--- src/rtl/fetch_unit.sv ---
// Instruction fetch: one outstanding word read per cycle into a small {pc, insn} queue.
// Read data lands one cycle after issue; issue stalls on mem_busy or when queue + in-flight is full.
module fetch_unit #(
    parameter logic [31:0] START_ADDRESS = 32'h80020000,
    parameter int          ADDRESS_SIZE  = 32,
    parameter int          DATA_SIZE     = 32,
    parameter int          FIFO_DEPTH    = 4
) (
    input  logic                    clk,
    input  logic                    rst,
    input  logic                    redirect_en,
    input  logic [0:ADDRESS_SIZE-1] redirect_pc,
    input  logic                    insn_ready,
    output logic                    insn_valid,
    output logic [0:DATA_SIZE-1]    insn,
    output logic [0:ADDRESS_SIZE-1] insn_pc,
    output logic [0:ADDRESS_SIZE-1] mem_addr,
    output logic                    mem_en,
    output logic                    mem_wren,
    output logic [0:1]              mem_acc_size,
    input  logic [0:DATA_SIZE-1]    mem_d_out,
    input  logic                    mem_busy
);

    localparam int PTR_W = (FIFO_DEPTH > 1) ? $clog2(FIFO_DEPTH) : 1;
    localparam int CNT_W = PTR_W + 1;
    localparam logic [0:ADDRESS_SIZE-1] START_PC = ADDRESS_SIZE'(START_ADDRESS);

    logic [0:ADDRESS_SIZE-1] pc_q, pc_d;
    logic [0:ADDRESS_SIZE-1] mem_addr_q, mem_addr_d;
    logic                    mem_en_q, mem_en_d;
    logic [PTR_W-1:0]        rd_ptr_q, rd_ptr_d;
    logic [PTR_W-1:0]        wr_ptr_q, wr_ptr_d;
    logic [CNT_W-1:0]        count_q, count_d;

    logic [0:ADDRESS_SIZE-1] fifo_pc_q   [FIFO_DEPTH];
    logic [0:DATA_SIZE-1]    fifo_insn_q [FIFO_DEPTH];

    logic             push;
    logic             pop;
    logic             can_issue;
    logic [CNT_W-1:0] occupancy;

    assign insn_valid   = (count_q != '0);
    assign insn         = insn_valid ? fifo_insn_q[rd_ptr_q] : '0;
    assign insn_pc      = insn_valid ? fifo_pc_q[rd_ptr_q]   : '0;
    assign mem_addr     = mem_addr_q;
    assign mem_en       = mem_en_q;
    assign mem_wren     = 1'b0;
    assign mem_acc_size = 2'b00;

    // The in-flight word already owns a slot, so it is counted against capacity.
    assign occupancy = count_q + CNT_W'(mem_en_q);
    assign push      = mem_en_q && !redirect_en;
    assign pop       = insn_valid && insn_ready && !redirect_en;
    assign can_issue = !redirect_en && !mem_busy && (occupancy < CNT_W'(FIFO_DEPTH));

    always_comb begin
        pc_d       = pc_q;
        mem_addr_d = mem_addr_q;
        mem_en_d   = 1'b0;
        rd_ptr_d   = rd_ptr_q + PTR_W'(pop);
        wr_ptr_d   = wr_ptr_q + PTR_W'(push);
        count_d    = count_q + CNT_W'(push) - CNT_W'(pop);
        if (redirect_en) begin
            pc_d     = redirect_pc & ~ADDRESS_SIZE'(3);
            rd_ptr_d = '0;
            wr_ptr_d = '0;
            count_d  = '0;
        end else if (can_issue) begin
            mem_en_d   = 1'b1;
            mem_addr_d = pc_q;
            pc_d       = pc_q + ADDRESS_SIZE'(4);
        end
    end

    always_ff @(posedge clk) begin
        if (rst) begin
            pc_q       <= START_PC;
            mem_addr_q <= START_PC;
            mem_en_q   <= 1'b0;
            rd_ptr_q   <= '0;
            wr_ptr_q   <= '0;
            count_q    <= '0;
        end else begin
            pc_q       <= pc_d;
            mem_addr_q <= mem_addr_d;
            mem_en_q   <= mem_en_d;
            rd_ptr_q   <= rd_ptr_d;
            wr_ptr_q   <= wr_ptr_d;
            count_q    <= count_d;
        end
    end

    // Storage needs no reset: entries are only visible once counted valid.
    always_ff @(posedge clk) begin
        if (!rst && push) begin
            fifo_pc_q[wr_ptr_q]   <= mem_addr_q;
            fifo_insn_q[wr_ptr_q] <= mem_d_out;
        end
    end

endmodule
--- config.mk ---
export PLATFORM = sky130hd
export DESIGN_NAME = fetch_unit
export DESIGN_NICKNAME = d
export VERILOG_FILES = /design/src/rtl/fetch_unit.sv
export SDC_FILE = /design/constraint.sdc
export NUM_CORES = 1
export LEC_CHECK = 0
export CAP_MARGIN = 5
export CORE_MARGIN = 2
export CORE_UTILIZATION = 35
export DETAILED_ROUTE_END_ITERATION = 8
export GPL_TIMING_DRIVEN = 0
export PLACE_DENSITY = 0.66
export SLEW_MARGIN = 10
export SYNTH_ARGS = -nofsm -noshare
export SYNTH_HDL_FRONTEND = slang
export SYNTH_SLANG_ARGS = --single-unit
--- constraint.sdc ---
create_clock -name clk -period 16.6 [get_ports clk]
set_input_delay 4.98 -clock clk [delete_from_list [all_inputs] [get_ports clk]]
set_output_delay 4.98 -clock clk [all_outputs]
set_load 0.01 [all_outputs]
==> reports/metrics.csv <==
metric,value,unit
Slew Limit Fails,0,
max cap viols,0,
Startpoint Class,register,
Post-Syn Area,12600,um2
synth unique cells,49,
Starting Density,0.354,
root buf cell,clkbuf_16,
Detailed Route WL,28700,um
Setup TNS Final,0,ps
Tightest Pin Transition,893,ps
final setup skew,15.4,ps
WP data required,11620,ps
clock slew at reported path FFs,60,ps
CP endpoint kind,output port,
area delta synth->final,28.2,%
Hold WC Path Type,register to register,
Die Y,194,um
number of synthesized register bits,316,
status,finished clean,
Placed Area,15000,um2
H-tree depth,2,
layout cells sized above 1,0.160,
pre-CTS setup slack,8780,ps
"most common cell after layout, fill and taps aside",edfxtp_1,
most frequent cells in the layout,"edfxtp_1 (248), clkdlybuf4s50_1 (158), nand2_1 (80)",
Via density,4.91,
Crit path arrival time,3220,ps
vias in the first global route,7695,
Max Freq,0.122,GHz
top_reg_cell synth,edfxtp_1,
final instance area,16100,um2
nets,1094,
Max clock buf depth,3,
ANT cells,0,
1st-iter DRT viols,488,
post-route core utilization,0.454,
die width,194,um
peak supply drop,57.1,uV
Rows,69,
full die area,37500,um2
register area share after synthesis,0.700,
crit path time final,8200,ps
Post-synth EDFFs,248,
worst stage delay on the critical path,670,ps
period utilization,0.494,
WL per Instance,19.0,um
Core ar.,35500,um2
Final Hold Vio Count,0,
worst setup path class,register to output port,
via count,7403,
Clock Sinks,316,
first-pass GRT wire length,44800,um
crit-path cells,"clkbuf_1, buf_2, mux4_2, and2_1, clkdlybuf4s50_1",
GPL Wtd Cong,0.847,
pin count of the biggest net entering global routing,33,
First-pass DRT Iterations,5,
cts hold-fix bufs,0,
drt drc,0,
Syn Inst Count,797,
Final ANT Viol Nets,0,
I/O pin count,170,
total gr overflow,0,
Leak,5.26,nW
final setup vio count,0,
Port Buf Inserts,158,
fillcell total,3141,
Power Total,1.69,mW
multi-input logic area,3550,um2
CTS resizes,0,
mean post-synth cell area,15.8,um2
Syn. warnings,0,
Global Route Usage Sum,0.153,
total CTS buffers,34,
ys async rst share,0,
clock latency on the worst-skew pair,510,ps
relative slew slack,0.405,
RSZ-0062 raised after global routing,false,
post-CTS setup repair buffer count,0,
CTS tree,yes,
critical path's slowest cell,clkbuf_1,
Detailed Place HPWL,20000,um
FF+latch area,8810,um2
initial antenna violation count,0,
Worst Slack Setup Final,8400,ps
peak fanout along the critical path,10,
PwrDens,105,nW/um2
-- layer usage --
layer | wire length (um) | track usage | up-vias
li1 | - | - | 3506
met1 | 12400 | 0.203 | 3663
met2 | 14400 | 0.260 | 202
met3 | 1380 | 0.0262 | 32
met4 | 526 | 0.0430 | 0
met5 | 0 | 0 | -
-- power breakdown --
part / switching, mW / internal [mW]
logic: 0.0334 / 0.0347
registers: 0.0121 / 0.859
clock network: 0.295 / 0.453
total: 0.340 / 1.35
-- through the flow --
step,cells,hold slack (ps)
finish,1508,500
floorplan,803,450
global route,1508,523
global placement,1422,490
detailed placement,1446,489
CTS,1508,498
-- cells in the mapped netlist (4+ instances only) --
master,instances,area (um2)
a21oi_1,34,170
nand3_1,14,70.1
dfxtp_1,68,1360
nand2_1,80,300
xnor2_1,6,52.6
clkbuf_1,37,139
o21ai_0,7,35.0
mux2i_1,4,40.0
nor2b_1,5,31.3
mux4_2,62,1400
and3_1,5,31.3
and4_1,5,43.8
a211oi_1,11,82.6
and2_1,67,419
or3_1,8,50.1
buf_4,7,52.6
inv_1,4,15.0
xor2_1,14,123
or4_1,4,30.0
nand4_1,18,113
nor3_1,9,45.0
edfxtp_1,248,7450
buf_2,9,45.0
a311oi_1,5,43.8
nor2_1,30,113
-- state kept, by name (all words and copies together), names as in the netlist --
name         cells
fifo_insn_q    128
wr_ptr_q         2
mem_en           1
rd_ptr_q         2
mem_addr        30
count_q          3
pc_q            30
fifo_pc_q      120
-- layout make-up --
cell class	instances	area share
inverter	5	0.00116
tap	461	0.0358
clock buffer	50	0.0600
sequential	316	0.546
buffer	54	0.0149
clock inverter	12	0.00939
multi-input combinational	428	0.220
timing repair buffer	182	0.112
-- kinds of logic after synthesis --
kind of cell,count (synthesis),synth area share
AO/OA/AOI/OAI,72,0.0364
multiplexers,68,0.116
AND/OR/NAND/NOR,257,0.108
XOR/XNOR,20,0.0139
adder cells (fa/ha/maj),4,0.00458
other,1,0.000298
flip-flops,316,0.700
buffers and inverters,59,0.0206
-- critical path, delay by kind of cell, from the launching register on --
kind                   cells  cell delay, ps
buffers and inverters      3            1690
DFF                        1             300
muxes                      1             540
and+or+nand+nor            1             160
-- worst paths after layout --
kind	to	startpoint	slack (ps)	cells past startpoint
setup / recovery	insn_pc[12]	rd_ptr_q[0]$_SDFF_PP0_	8400	5
setup reg to reg	count_q[2]$_SDFF_PP0_	count_q[2]$_SDFF_PP0_	13820	11
hold / removal	mem_addr[3]$_SDFFE_PP0P_	pc_q[3]$_SDFFE_PP0P_	500	2
hold reg to reg	mem_addr[3]$_SDFFE_PP0P_	pc_q[3]$_SDFFE_PP0P_	500	2
Power figures use the tool's default switching activity.
